$ cat src/rtl/fetch_pkg.sv
// Shared types and constants for the instruction fetch stage.
package fetch_pkg;

    localparam int XLEN_DEF  = 32;
    localparam int DEPTH_DEF = 2;
    localparam int PC_INC    = 4;

    // ISSUE: nothing outstanding; WAIT: request accepted, response wanted;
    // DRAIN: request outstanding but its response will be thrown away.
    typedef enum logic [1:0] {
        ISSUE = 2'd0,
        WAIT  = 2'd1,
        DRAIN = 2'd2
    } fetch_state_t;

endpackage

$ cat src/rtl/fetch_unit_if.sv
// Handshake bundle between the fetch stage, instruction memory and the core.
interface fetch_unit_if #(
    parameter int XLEN = 32
);
    logic            imem_req_valid;
    logic            imem_req_ready;
    logic [XLEN-1:0] imem_req_addr;
    logic            imem_rsp_valid;
    logic [XLEN-1:0] imem_rsp_data;
    logic            redirect_valid;
    logic [XLEN-1:0] redirect_pc;
    logic            instr_valid;
    logic [XLEN-1:0] instr;
    logic [XLEN-1:0] instr_pc;
    logic            instr_ready;

    // Fetch unit side.
    modport master (
        output imem_req_valid, imem_req_addr, instr_valid, instr, instr_pc,
        input  imem_req_ready, imem_rsp_valid, imem_rsp_data,
               redirect_valid, redirect_pc, instr_ready
    );

    // Memory and core side.
    modport slave (
        input  imem_req_valid, imem_req_addr, instr_valid, instr, instr_pc,
        output imem_req_ready, imem_rsp_valid, imem_rsp_data,
               redirect_valid, redirect_pc, instr_ready
    );
endinterface

$ cat src/rtl/fetch_queue.sv
// Small synchronous FIFO of {pc, instr} pairs with a combinational head read.
module fetch_queue #(
    parameter int XLEN  = 32,
    parameter int DEPTH = 2
) (
    input  logic                   clk,
    input  logic                   rst_n,
    input  logic                   push,
    input  logic [2*XLEN-1:0]      push_data,
    input  logic                   pop,
    input  logic                   flush,
    output logic [$clog2(DEPTH):0] count,
    output logic [2*XLEN-1:0]      head
);
    localparam int PW = $clog2(DEPTH);
    localparam int CW = PW + 1;

    logic [2*XLEN-1:0] mem_r [DEPTH];
    logic [PW-1:0]     wr_ptr_r;
    logic [PW-1:0]     rd_ptr_r;
    logic [CW-1:0]     count_r;

    // Storage, pointers and occupancy; flush empties the queue but keeps the
    // read pointer so the head output simply goes stale.
    always_ff @(posedge clk or negedge rst_n) begin
        if (!rst_n) begin
            for (int i = 0; i < DEPTH; i++) begin
                mem_r[i] <= '0;
            end
            wr_ptr_r <= '0;
            rd_ptr_r <= '0;
            count_r  <= '0;
        end else if (flush) begin
            wr_ptr_r <= rd_ptr_r;
            count_r  <= '0;
        end else begin
            if (push) begin
                mem_r[wr_ptr_r] <= push_data;
                wr_ptr_r        <= wr_ptr_r + PW'(1);
            end
            if (pop) begin
                rd_ptr_r <= rd_ptr_r + PW'(1);
            end
            case ({push, pop})
                2'b10:   count_r <= count_r + CW'(1);
                2'b01:   count_r <= count_r - CW'(1);
                default: count_r <= count_r;
            endcase
        end
    end

    assign count = count_r;
    assign head  = mem_r[rd_ptr_r];

endmodule

$ cat src/rtl/fetch_unit.sv
// Instruction fetch stage: owns the fetch PC, keeps one memory request in
// flight at most, queues returned words with their PC and handles redirects.
module fetch_unit
    import fetch_pkg::*;
#(
    parameter int              XLEN     = XLEN_DEF,
    parameter logic [XLEN-1:0] RESET_PC = '0,
    parameter int              DEPTH    = DEPTH_DEF
) (
    input  logic         clk,
    input  logic         reset,
    fetch_unit_if.master bus
);
    localparam int CW = $clog2(DEPTH) + 1;
    localparam logic [CW-1:0] FULL_COUNT = CW'(DEPTH);

    fetch_state_t      state_r;
    logic [XLEN-1:0]   fetch_pc_r;
    logic [XLEN-1:0]   inflight_pc_r;

    logic [CW-1:0]     count_s;
    logic [2*XLEN-1:0] head_s;
    logic [XLEN-1:0]   redirect_tgt_s;
    logic              req_valid_s;
    logic              req_fire_s;
    logic              push_s;
    logic              pop_s;
    logic              instr_valid_s;

    // Request, push and pop qualifiers; a redirect masks both the request and
    // the head so nothing from the wrong path leaves in the redirect cycle.
    always_comb begin
        redirect_tgt_s = {bus.redirect_pc[XLEN-1:2], 2'b00};
        req_valid_s    = reset && (state_r == ISSUE) && (count_s < FULL_COUNT)
                         && !bus.redirect_valid;
        req_fire_s     = req_valid_s && bus.imem_req_ready;
        push_s         = (state_r == WAIT) && bus.imem_rsp_valid && !bus.redirect_valid;
        instr_valid_s  = (count_s != '0) && !bus.redirect_valid;
        pop_s          = instr_valid_s && bus.instr_ready;
    end

    // Fetch FSM with the fetch PC and the PC of the outstanding request.
    always_ff @(posedge clk or negedge reset) begin
        if (!reset) begin
            state_r       <= ISSUE;
            fetch_pc_r    <= RESET_PC;
            inflight_pc_r <= '0;
        end else begin
            case (state_r)
                ISSUE: begin
                    if (bus.redirect_valid) begin
                        fetch_pc_r <= redirect_tgt_s;
                        state_r    <= ISSUE;
                    end else if (req_fire_s) begin
                        inflight_pc_r <= fetch_pc_r;
                        fetch_pc_r    <= fetch_pc_r + XLEN'(PC_INC);
                        state_r       <= WAIT;
                    end else begin
                        state_r <= ISSUE;
                    end
                end
                WAIT: begin
                    if (bus.redirect_valid) begin
                        fetch_pc_r <= redirect_tgt_s;
                        // A response landing with the redirect is simply dropped.
                        state_r    <= bus.imem_rsp_valid ? ISSUE : DRAIN;
                    end else if (bus.imem_rsp_valid) begin
                        state_r <= ISSUE;
                    end else begin
                        state_r <= WAIT;
                    end
                end
                DRAIN: begin
                    if (bus.redirect_valid) begin
                        fetch_pc_r <= redirect_tgt_s;
                    end else begin
                        fetch_pc_r <= fetch_pc_r;
                    end
                    if (bus.imem_rsp_valid) begin
                        state_r <= ISSUE;
                    end else begin
                        state_r <= DRAIN;
                    end
                end
                default: begin
                    state_r <= ISSUE;
                end
            endcase
        end
    end

    fetch_queue #(
        .XLEN  (XLEN),
        .DEPTH (DEPTH)
    ) u_queue (
        .clk       (clk),
        .rst_n     (reset),
        .push      (push_s),
        .push_data ({inflight_pc_r, bus.imem_rsp_data}),
        .pop       (pop_s),
        .flush     (bus.redirect_valid),
        .count     (count_s),
        .head      (head_s)
    );

    assign bus.imem_req_valid = req_valid_s;
    assign bus.imem_req_addr  = fetch_pc_r;
    assign bus.instr_valid    = instr_valid_s;
    assign bus.instr          = head_s[XLEN-1:0];
    assign bus.instr_pc       = head_s[2*XLEN-1:XLEN];

endmodule

$ cat src/flat_wrapper.sv
// flat-port wrapper written by rule: the top's interface ports become plain ports
module fetch_unit_flat import fetch_pkg::*;
#(
    parameter int              XLEN     = XLEN_DEF,
    parameter logic [XLEN-1:0] RESET_PC = '0,
    parameter int              DEPTH    = DEPTH_DEF
)
  (clk, reset, bus_imem_req_valid, bus_imem_req_addr, bus_instr_valid, bus_instr, bus_instr_pc, bus_imem_req_ready, bus_imem_rsp_valid, bus_imem_rsp_data, bus_redirect_valid, bus_redirect_pc, bus_instr_ready);
  fetch_unit_if #(.XLEN(XLEN)) bus_i ();
  input  logic clk;
  input  logic reset;
  output wire logic [$bits(bus_i.imem_req_valid)-1:0] bus_imem_req_valid;
  output wire logic [$bits(bus_i.imem_req_addr)-1:0] bus_imem_req_addr;
  output wire logic [$bits(bus_i.instr_valid)-1:0] bus_instr_valid;
  output wire logic [$bits(bus_i.instr)-1:0] bus_instr;
  output wire logic [$bits(bus_i.instr_pc)-1:0] bus_instr_pc;
  input wire logic [$bits(bus_i.imem_req_ready)-1:0] bus_imem_req_ready;
  input wire logic [$bits(bus_i.imem_rsp_valid)-1:0] bus_imem_rsp_valid;
  input wire logic [$bits(bus_i.imem_rsp_data)-1:0] bus_imem_rsp_data;
  input wire logic [$bits(bus_i.redirect_valid)-1:0] bus_redirect_valid;
  input wire logic [$bits(bus_i.redirect_pc)-1:0] bus_redirect_pc;
  input wire logic [$bits(bus_i.instr_ready)-1:0] bus_instr_ready;
  assign bus_imem_req_valid = bus_i.imem_req_valid;
  assign bus_imem_req_addr = bus_i.imem_req_addr;
  assign bus_instr_valid = bus_i.instr_valid;
  assign bus_instr = bus_i.instr;
  assign bus_instr_pc = bus_i.instr_pc;
  assign bus_i.imem_req_ready = bus_imem_req_ready;
  assign bus_i.imem_rsp_valid = bus_imem_rsp_valid;
  assign bus_i.imem_rsp_data = bus_imem_rsp_data;
  assign bus_i.redirect_valid = bus_redirect_valid;
  assign bus_i.redirect_pc = bus_redirect_pc;
  assign bus_i.instr_ready = bus_instr_ready;
  fetch_unit #(.XLEN(XLEN), .RESET_PC(RESET_PC), .DEPTH(DEPTH)) u_core (.clk(clk), .reset(reset), .bus(bus_i));
endmodule
$ cat config.mk
export PLATFORM = sky130hd
export DESIGN_NAME = fetch_unit_flat
export DESIGN_NICKNAME = d
export VERILOG_FILES = /design/src/rtl/fetch_pkg.sv /design/src/rtl/fetch_unit_if.sv /design/src/rtl/fetch_queue.sv /design/src/rtl/fetch_unit.sv /design/src/flat_wrapper.sv
export SDC_FILE = /design/constraint.sdc
export NUM_CORES = 1
export LEC_CHECK = 0
export ABC_AREA = 1
export CORE_ASPECT_RATIO = 0.8
export CORE_MARGIN = 2
export CORE_UTILIZATION = 51
export CTS_CLUSTER_DIAMETER = 120
export CTS_CLUSTER_SIZE = 10
export DETAILED_ROUTE_END_ITERATION = 10
export PLACE_DENSITY_LB_ADDON = 0.05
export SLEW_MARGIN = 20
export SYNTH_ARGS = -nofsm -noshare
export SYNTH_HDL_FRONTEND = slang
export SYNTH_SLANG_ARGS = --single-unit
$ cat constraint.sdc
create_clock -name clk -period 2.25 [get_ports clk]
set_clock_uncertainty 0.1 [all_clocks]
set_input_delay 0.45 -clock clk [delete_from_list [all_inputs] [get_ports clk]]
set_output_delay 0.45 -clock clk [all_outputs]
set_load 0.02 [all_outputs]
Word level (Yosys, flattened, before mapping)

Index checks and enable logic that the tools add are counted.

Register bits after elaboration: 198
Input port bits: 70
Output and inout port bits: 98
Logic and storage cells: 66

Add/subtract/negate cells: 5
Order comparisons: 4
Equality and inequality tests: 6
Multiplexer cells: 20
Bitwise gates (word level): 3
Reduce and logical (&&, ||, !) cells: 20

Operator list:

| kind                  | number |
|---|---|
| $mux 64               | 4 |
| $bwmux 128            | 1 |
| $mux 32               | 3 |
| $demux 64 s1          | 1 |
| $pmux 32 s2           | 1 |
| $add 32x3->32 const B | 1 |
| $logic_and 1x1->1     | 9 |
| $mux 2                | 4 |
| $pmux 2 s3            | 1 |
| $reduce_and 3->1      | 2 |
| $reduce_bool 2->1     | 3 |
| $eq 2x1->1 const B    | 2 |
| $eq 2x2->1 const B    | 2 |
| $ge 2x2->1 const B    | 2 |
| $mux 1                | 4 |
| $not 1->2             | 2 |
| $pmux 2 s2            | 1 |
| $reduce_and 2->1      | 2 |
| $ne 3x2->1 const B    | 1 |
| $reduce_bool 3->1     | 1 |
| $add 1x1->1 const B   | 2 |
| $add 2x1->2 const B   | 1 |
| $logic_not 2->1       | 1 |
| $lt 2x1->1 const B    | 1 |
| 6 further kinds       | 6 |

Longest topological paths before layout

Gate-level depths: netlist of the first run.

Depth in word-level cells: 8
Gate-level depth with buffers: 12
Gate-level depth less buffers: 11

Cells and area by module

A second synthesis of the first run with hierarchy kept.

Cells, all modules: 1253
Area, all modules: 9621.7 µm²

Modules (own cells, without submodules):

| module      | times used | cells an instance | area an instance (µm²) | sequential area each (µm²) |
|---|---|---|---|---|
| fetch_queue | 1          | 717               | 5939.4                 | 3303.2 |
| fetch_unit  | 1          | 536               | 3682.3                 | 1551.5 |

Worst setup path before layout of the first run

No wires, ideal clock.

Kind: register -> register
Start: register u_core.state_r[0]
End: register u_core.inflight_pc_r[10]
Library setup time: 0.130 ns
Arrival: 1.560 ns
Required time: 2.020 ns
Setup slack: 0.460 ns
Cell stages (with the launch flop): 9
Path buffers: 1
Period minus slack after synthesis: 1.790 ns
Path through: dfrtp_1 inv_1 ha_1 inv_1 nor3_2 nand2_1 clkbuf_1 nand2_1 o21ai_0

Word-level cells in the longest chain between the ends: 6

RTL lines:

| what                           | RTL line           | RTL |
|---|---|---|
| start, declared                | fetch_unit.sv:17   | `fetch_state_t state_r;` |
| start signal, assigned         | fetch_unit.sv:66   | `state_r <= bus.imem_rsp_valid ? ISSUE : DRAIN;` |
| $logic_not 2->1                | fetch_unit.sv:34   | `req_valid_s = reset && (state_r == ISSUE) && (count_s < FULL_COUNT)` |
| $logic_and 1x1->1 (2 in a row) | fetch_unit.sv:34   |  |
| $logic_and 1x1->1              | fetch_unit.sv:35   | `&& !bus.redirect_valid;` |
| named net bus_imem_req_valid   | flat_wrapper.sv:12 | `output wire logic [$bits(bus_i.imem_req_valid)-1:0] bus_imem_req_valid;` |
| $logic_and 1x1->1              | fetch_unit.sv:36   | `req_fire_s = req_valid_s && bus.imem_req_ready;` |
| $reduce_and 3->1 (no line)     | --                 |  |
| end signal, assigned           | fetch_unit.sv:55   | `inflight_pc_r <= fetch_pc_r;` |
| end, declared                  | fetch_unit.sv:19   | `logic [XLEN-1:0] inflight_pc_r;` |

The timed path passes the listed nets, and every way through them passes these cells.
A chain may end at the register's enable or synchronous reset.

Worst setup path after layout of the first run

Start: register u_core.u_queue.rd_ptr_r
End: output bus_instr_pc[10]

Word-level cells in the longest chain between the ends: 4

RTL lines:

| what                                       | RTL line           | RTL |
|---|---|---|
| start, declared                            | fetch_queue.sv:20  | `logic [PW-1:0] rd_ptr_r;` |
| start signal, assigned                     | fetch_queue.sv:42  | `rd_ptr_r <= rd_ptr_r + PW'(1);` |
| $not 1->2 (not written as such)            | fetch_queue.sv:53  | `assign head = mem_r[rd_ptr_r];` |
| $mux 64 (not written as such) (3 in a row) | fetch_queue.sv:53  |  |
| end, declared                              | flat_wrapper.sv:16 | `output wire logic [$bits(bus_i.instr_pc)-1:0] bus_instr_pc;` |

Every way passes these cells. The select of a mux whose other input is x is not followed.

==> results.md, run 1 <==
* Dpl cells at 1559
* Yosys reg bits at 190
* Antenna violations before repair at 0
* Kind of critical path: reg -> out
* Routed len/inst at 14.2 um
* Worst reg2reg path depth at 8
* Status: completed
* Critical-path cell list: inv_2 > buf_12 > nand2_1 > nand2_1 > dlygate4sd2_1
* Worst r2r src: u_core.state_r[0]
* CP max stage cell: dfrtp_2
* Total power at 15.4 mW
* Post-Layout Cell Count at 1591
* Crit. path cell count at 5
* Share of cells above drive strength 1 at 7.54%
* Area added between synthesis and finish at 26.4%
* Pins Over Slew Limit at 0
* Seq/Total Area, Yosys at 51.8%
* Crit-path most repeated cell: nand2_1
* Setup TNS at 0 ps
* Slowest stage delay, CP at 440 ps
* Post-DP HPWL at 14900 um
* Gr usage total at 24.7%
* Crit. Startpoint: u_core.u_queue.rd_ptr_r
* Die area at 0.0191 sq mm
* Longest Clk Path Bufs at 2
* Worst Path Arrival at 1640 ps
* Hold-fix buffer count after cts at 0
* 1st-iter DRT viols at 577
* Worst-path clk slew at 70 ps
* Fin area at 0.0116 sq mm
* Largest net degree at the start of global routing at 153
* H-tree depth at 4
* Required time worst endpoint at 1700 ps
* Hold Path Class: in -> async
* Antenna Nets Post-Route at 0
* Placed cell area at 0.0111 sq mm
* DRC errors left at 0
* Chip Width at 154 um
* Worst-margin pin slew at 864 ps
* Vias in the first global route at 7452
* Clock Sinks at 190
* Leakage dissipation at 5.86 nW
* Antenna Cells at 0
* Via-to-Cell Ratio at 5.04
* Final Hold Vio Count at 0
* Setup Viol. Count Final at 0
* Minimum period implied by the final worst setup slack at 2190 ps
* CTS tree: built
* Die H at 124 um
* Slew margin rel. at 42.4%
* CTS buffer count at 17
* Num rows at 43
* Crit path max-delay family: buffers and inverters
* Root Buffer Master: clkbuf_16
* Core ar. at 0.0175 sq mm
* Global route overflow at 0
* Final net count at 1428
* WL final at 22600 um
* Initial core utilization at 52.5%
* Hold WS at 2.75 ps
* Number of I/O pins at 168
* Pwr Density at 1330 mW/mm^2
* I/O Buffers at 161
* CP bufs+invs at 3
* Fin crit share at 97.3%
* Startpoint Class: flip-flop
* Post-CTS Setup Bufs at 0
* Peak VDD IR at 0.611 mV
* TritonRoute pass-1 iters at 5
* First-pass GRT wire length at 37100 um
* Highest clock rate at 0.457 GHz
* Cells after Synth at 1214
* Post-synth cell types at 34
* Via count at 8016
* Crit Path Max Fanout at 22
* Avg Cell Area, Syn at 7.56 sq um
* Clock latency on the worst-skew pair at 430 ps
* Critical Path Sink Type: output pin
* Mapped Area at 0.00918 sq mm
* RSZ-0062 raised after global routing: no
* Max cap viols at 0
* Placer congestion estimate at 0.906
* Synthesis Warnings at 0
[path summary, 6_finish.rpt]
check                                              end  slack (ps)
setup / recovery                      bus_instr_pc[10]          60
hold / removal             u_core.bus.imem_req_addr[3]           3
setup reg to reg               u_core.inflight_pc_r[3]         380
hold reg to reg               u_core.u_queue.mem_r[40]         380
max in group asynchronous      u_core.u_queue.mem_r[3]         850
min in group clk              u_core.u_queue.mem_r[40]         380
[layout by cell type (no fill, tap or decap), types with 4 or more instances in the layout]
master and instances:
nand2_1 496, dfrtp_1 188, o21ai_0 170, inv_1 107, clkdlybuf4s50_1 96, nor2_1 86
nand3_1 35, clkdlybuf4s15_1 32, clkbuf_2 19, clkbuf_16 17, dlygate4sd2_1 11, buf_12 10
a21oi_1 9, o21ai_1 8, nor2_2 7, buf_4 7, xor2_1 5, ha_1 5
inv_2 4, nand2_4 4, nand2_2 4, conb_1 4, bufinv_16 4
[logic make-up (layout without fill, tap and decap cells)]
| family | Yosys count | count (layout) | share of synthesized area (%) |
|---|---|---|---|
| AND/OR/NAND/NOR | 645 | 645 | 28.3 |
| other | 1 | 4 | 0.0408 |
| buffers and inverters | 173 | 322 | 7.82 |
| flip-flops | 190 | 190 | 51.8 |
| AO/OA/AOI/OAI | 193 | 193 | 10.7 |
| XOR/XNOR | 7 | 7 | 0.668 |
| adder cells (fa/ha/maj) | 5 | 5 | 0.681 |
[Yosys cell counts]
library cell  instances  area (sq um)
nand2_2               6          37.5
nand3_1              35           175
conb_1                1          3.75
nor2_8                1          20.0
nand3_4               1          17.5
nor2_2                7          43.8
inv_1               107           402
buf_2                22           110
nand4_1               2          12.5
buf_4                 5          37.5
o21ai_1               8          40.0
xnor2_1               2          17.5
o211ai_1              2          15.0
nand3b_1              1          7.51
dfrtp_1             190          4750
buf_6                 3          33.8
o31ai_1               1          7.51
o22ai_1               1          6.26
nand3_2               3          30.0
buf_1                 6          22.5
nor3_2                1          10.0
nor2_1               86           323
or2_2                 1          6.26
a32oi_1               1          8.76
a21oi_1               9          45.0
nand2_4               2          22.5
nand2_1             496          1860
clkbuf_1             26          97.6
inv_2                 4          15.0
o21ai_0             170           851
xor2_1                5          43.8
ha_1                  5          62.6
nor2_4                3          33.8
a22oi_1               1          7.51
[report_power, final]
group	switching (mW)	internal [mW]
combinational	3.74	2.40
clock	1.40	1.90
sequential	1.04	4.91
[metrics by stage]
step           util (%)  worst slack [ps]
6_report           66.4              60.4
3_5_place_dp       63.3              -223
2_1_floorplan         -               460
3_3_place_gp       63.3              -245
5_1_grt            66.4             0.207
4_1_cts            66.6             -9.65
[cell type report]
| cell class | instances | area [sq um] |
|---|---|---|
| clock inverters | 15 | 226 |
| inverters | 111 | 417 |
| multi-input cells | 854 | 3730 |
| well taps | 225 | 282 |
| repair buffers | 179 | 1770 |
| clock buffers | 17 | 425 |
| fillers | 1524 | 5870 |
| flip-flops and latches | 190 | 4760 |
[layer usage]
| metal | GRT usage (%) | wire length (um) | up-vias |
|---|---|---|---|
| li1 | - | - | 4042 |
| met1 | 35.5 | 10700 | 3688 |
| met2 | 38.2 | 9980 | 252 |
| met3 | 3.86 | 1300 | 34 |
| met4 | 9.23 | 586 | 0 |
| met5 | 0 | 0 | - |
[state kept, by name (all words and copies together), names as in the netlist]
| register | flops |
|---|---|
| u_core.state_r | 2 |
| u_core.u_queue.rd_ptr_r | 1 |
| u_core.u_queue.mem_r | 124 |
| u_core.u_queue.wr_ptr_r | 1 |
| u_core.u_queue.count | 2 |
| u_core.inflight_pc_r | 30 |
| u_core.bus.imem_req_addr | 30 |
[repair_timing]
item                                    in CTS  in global routing
cloned                                       0                  0
endpoints found under the hold margin        0                  0
gates resized for setup                     74                 69
endpoints found under the setup margin      64                 52
No activity file was read; power rests on OpenSTA's default activity.
==> inputs of run 2 (changes only) <==
--- a/config.mk
+++ b/config.mk
@@ -13,6 +13,7 @@
 export CTS_CLUSTER_SIZE = 10
 export DETAILED_ROUTE_END_ITERATION = 10
 export PLACE_DENSITY_LB_ADDON = 0.05
+export SKIP_CTS_REPAIR_TIMING = 1
 export SLEW_MARGIN = 20
 export SYNTH_ARGS = -nofsm -noshare
 export SYNTH_HDL_FRONTEND = slang
==> run 2 against run 1 <==
Effect of this change:
- sequential cell count is the same
- first-iteration DRC count increased by 2.1%
- global-route usage hardly changed
- clock-buffer cell count is the same
==> results.md, run 2 (synthesis gave the netlist of run 1 again) <==
* Worst-path clk slew at 70 ps
* Core ar. at 0.0175 sq mm
* Pwr Density at 1320 mW/mm^2
* Post-DP HPWL at 14900 um
* Vias in the first global route at 7445
* Worst Path Arrival at 1620 ps
* Minimum period implied by the final worst setup slack at 2170 ps
* Peak VDD IR at 0.614 mV
* First-pass GRT wire length at 37000 um
* Placer congestion estimate at 0.906
* Final net count at 1428
* RSZ-0062 raised after global routing: no
* Via count at 8024
* I/O Buffers at 161
* H-tree depth at 4
* Leakage dissipation at 6.73 nW
* Most frequent cells in the layout: 496 x nand2_1, 188 x dfrtp_1, 170 x o21ai_0, 107 x inv_1, 96 x clkdlybuf4s50_1
* Crit Path Max Fanout at 3
* Antenna Nets Post-Route at 0
* Initial core utilization at 52.5%
* Reg area at 0.00476 sq mm
* Longest Clk Path Bufs at 2
* Global route overflow at 0
* Highest clock rate at 0.460 GHz
* Slew margin rel. at 44.4%
* Clock latency on the worst-skew pair at 430 ps
* Num rows at 43
* 1st-iter DRT viols at 589
* Via-to-Cell Ratio at 5.04
* Dpl ws at -223 ps
* Pins Over Slew Limit at 0
* Area of the multi-input gates at 0.00373 sq mm
* Clock Sinks at 190
* Root Buffer Master: clkbuf_16
* WL final at 22800 um
* Critical Path Sink Type: output pin
* Total power at 15.7 mW
* Chip Width at 154 um
* Largest register FFs at 124
* Antenna Cells at 0
* Dpl cells at 1559
* Share of cells above drive strength 1 at 6.15%
* Fin crit share at 96.7%
* Number of I/O pins at 168
* Reg with most FFs: u_core.u_queue.mem_r
* Hold Path Class: in -> async
* TritonRoute pass-1 iters at 5
* # fillers at 1487
* CTS tree: built
* Area added between synthesis and finish at 29.2%
* Die area at 0.0191 sq mm
* Routed len/inst at 14.4 um
* Final Hold Vio Count at 0
* Fin worst setup slack at 75.3 ps
* DRC errors left at 0
* Setup Viol. Count Final at 0
* Antenna violations before repair at 0
* Largest net degree at the start of global routing at 153
* Worst-margin pin slew at 834 ps
* Hold WS at 33.4 ps
* CTS buffer count at 17
* Kind of critical path: reg -> out
* Gr usage total at 24.6%
* Startpoint Class: flip-flop
* Max cap viols at 0
* Most common cell after layout, fill and taps aside: nand2_1
* Status: completed
* Die H at 124 um
* Required time worst endpoint at 1700 ps
* Post-Layout Cell Count at 1591
==> run 2: worst paths after layout <==
path                            slack (ps)                     endpoint                 startpoint  cells past startpoint
worst max-delay path                    80           bus_imem_req_valid          u_core.state_r[0]                      5
worst min-delay path                    30  u_core.bus.imem_req_addr[3]                      reset                      2
worst max register to register         360      u_core.inflight_pc_r[3]          u_core.state_r[0]                      8
worst min register to register         380    u_core.u_queue.mem_r[114]  u_core.u_queue.mem_r[114]                      2
max in group asynchronous              870     u_core.u_queue.mem_r[65]                      reset                      3
min in group clk                       380    u_core.u_queue.mem_r[114]  u_core.u_queue.mem_r[114]                      2
==> run 2: through the flow <==
step / setup TNS [ps] / area [sq um] / utilization, %
after floorplan: 0 / 9190 / -
after global placement: -442 / 11100 / 63.3
after detailed placement: -414 / 11100 / 63.3
after CTS: -16070 / 11700 / 67.0
after global routing: 0 / 11900 / 67.9
final: 0 / 11900 / 67.9
==> run 2: worst max-delay path: stages, from the launching register on <==
cell     delay (ps)
dfrtp_1         410
inv_1           100
ha_1            150
inv_1            60
nor3_2          280
buf_4           200
==> run 2: where the power goes <==
part	switching, mW	internal [mW]
sequential	1.05	4.91
clock	1.39	1.90
combinational	3.73	2.70
==> run 2: final cells by class <==
class | count | share of cell area (%)
tap | 225 | 2.37
timing repair buffer | 179 | 17.1
clock buffer | 17 | 3.59
clock inverter | 15 | 1.91
sequential | 190 | 40.1
inverter | 111 | 3.51
multi-input combinational | 854 | 31.4
==> run 2: routing by layer <==
metal | track usage (%) | share of wire [%]
met5 | 0 | 0
met4 | 9.23 | 2.7
met3 | 3.86 | 5.0
met2 | 38.1 | 44
met1 | 35.5 | 48
==> RTL change: new RTL, settings of run 2 <==
Reset style: synchronous (`reset` and `rst_n`), changed in 2 clocked blocks.
--- a/src/rtl/fetch_queue.sv
+++ b/src/rtl/fetch_queue.sv
@@ -22,7 +22,7 @@
 
     // Storage, pointers and occupancy; flush empties the queue but keeps the
     // read pointer so the head output simply goes stale.
-    always_ff @(posedge clk or negedge rst_n) begin
+    always_ff @(posedge clk) begin
         if (!rst_n) begin
             for (int i = 0; i < DEPTH; i++) begin
                 mem_r[i] <= '0;
--- a/src/rtl/fetch_unit.sv
+++ b/src/rtl/fetch_unit.sv
@@ -40,7 +40,7 @@
     end
 
     // Fetch FSM with the fetch PC and the PC of the outstanding request.
-    always_ff @(posedge clk or negedge reset) begin
+    always_ff @(posedge clk) begin
         if (!reset) begin
             state_r       <= ISSUE;
             fetch_pc_r    <= RESET_PC;
Function: differs if reset is asserted again (counterexample within 4 cycles, from zero or initial values and one cycle with reset low); with reset held inactive, the same outputs for 4 cycles.
==> RTL change against run 2 <==
The flow now finishes with violations (setup timing); cell area shrank 2.0%; setup slack lost 120 ps; die area shrank 3.9%; critical path depth unchanged; area after synthesis fell by 4.1%; routed wire length down 8.0%; sequential cell count is 1 higher; critical path type unchanged; largest cell class unchanged.
Power is not compared: it rests on default switching activity, and its combinational part moved more than twofold at a synthesized area within 25%.
==> RTL change: results (changes against run 2) <==
place:
  placed_area_um2: 11100  # about the same
  dp_slack_ps: -256  # was -223 ps
  hpwl_um: 14800  # was 14,900 um
  place_congestion: 0.895  # was 0.906
  place_inst: 1342  # was 1,559
global_route:
  grt_max_degree: 62  # was 153
  grt.met1_usage_pct: 32.4  # was 35.5%
  gr-usage-all-layers_pct: 23.7  # was 24.6%
  use_met2_pct: 38.0  # was 38.1%
  met3_usage_pct: 5.06  # was 3.86%
sta:
  setup_viol: 12  # was 0
  totalNegativeSetupSlack_ps: -425  # was 0 ps
  holdWs_ps: 259  # was 33.4 ps
  fin_ws_ps: -49.0  # was 75.3 ps
worst_setup_path:
  crit_path_max_fanout: 13  # was 3
  cpMaxStageDelayCell: "mux2_2"  # was dfrtp_1
  cp_top_family: "buffers and inverters"  # was flip-flops
  worstReg2RegStart: "u_core.state_r[1]$_SDFF_PN0_"  # was u_core.state_r[0]$_DFF_PN0_
  r2r_setup_slack_ps: 260  # was 360 ps
  reg2reg_depth: 10  # was 8
logic_synthesis:
  synthDistinctLibCells: 32  # was 34
  synth_fa_ha_area_share_pct: 0.852  # was 0.681%
  synth_common_cells: "nor2_1 (214), nand2_1 (139), edfxtp_1 (124)"  # was nand2_1 (496), dfrtp_1 (190), o21ai_0 (170)
  synth-edff-count: 124  # was 0
  synth_xor_area_share_pct: 0.199  # was 0.668%
  ys_seq_area_share_pct: 57.5  # was 51.8%
  synth_compound_area_share_pct: 7.43  # was 10.7%
layout:
  final_layout_size_suffix_gt1_share_pct: 16.6  # was 6.15%
  num-fill-cells: 1351  # was 1,487
  fin_nets: 1220  # was 1,428
  fin_cells: 1377  # was 1,591
drt:
  met3WireLength_um: 1250  # was 1140 um
  drtIter0Drc: 537  # was 589
  routedWlPerCell_um: 15.3  # was 14.4 um
outcome:
  failed_checks: "setup timing"
  status: "finished with violations"  # was complete, no violations
min_path:
  hold_class: "in -> reg"  # was in -> async
[RTL change: cell types whose count changed after synthesis, moves of 6 or more]
| cell | change |
|---|---|
| nor2_2 | -6 |
| a21oi_1 | +62 |
| buf_1 | -6 |
| mux2_2 | +62 |
| o21ai_0 | -121 |
| dfrtp_1 | -190 |
| nand2_1 | -357 |
| o21ai_1 | -7 |
| inv_1 | -6 |
| nor2_1 | +128 |
| edfxtp_1 | +124 |
| dfxtp_1 | +67 |
| nor3_1 | +6 |
[RTL change: area by class of cell]
class,instances,area [um^2],area share (%)
clock buffer,18,429,3.69
sequential,191,5070,43.6
inverter,104,393,3.38
multi-input combinational,613,3160,27.2
tap,220,275,2.37
clock inverter,14,130,1.12
timing repair buffer,217,2170,18.7
[RTL change: power groups by stage]
stage	logic, mW	registers [mW]	clock network (mW)
after CTS	0.985	3.99	2.90
after floorplan	0.447	4.09	0
after detailed placement	0.977	4.07	0
final	0.954	3.99	2.85
after global routing	1.05	4.01	3.03
after global placement	0.968	4.06	0
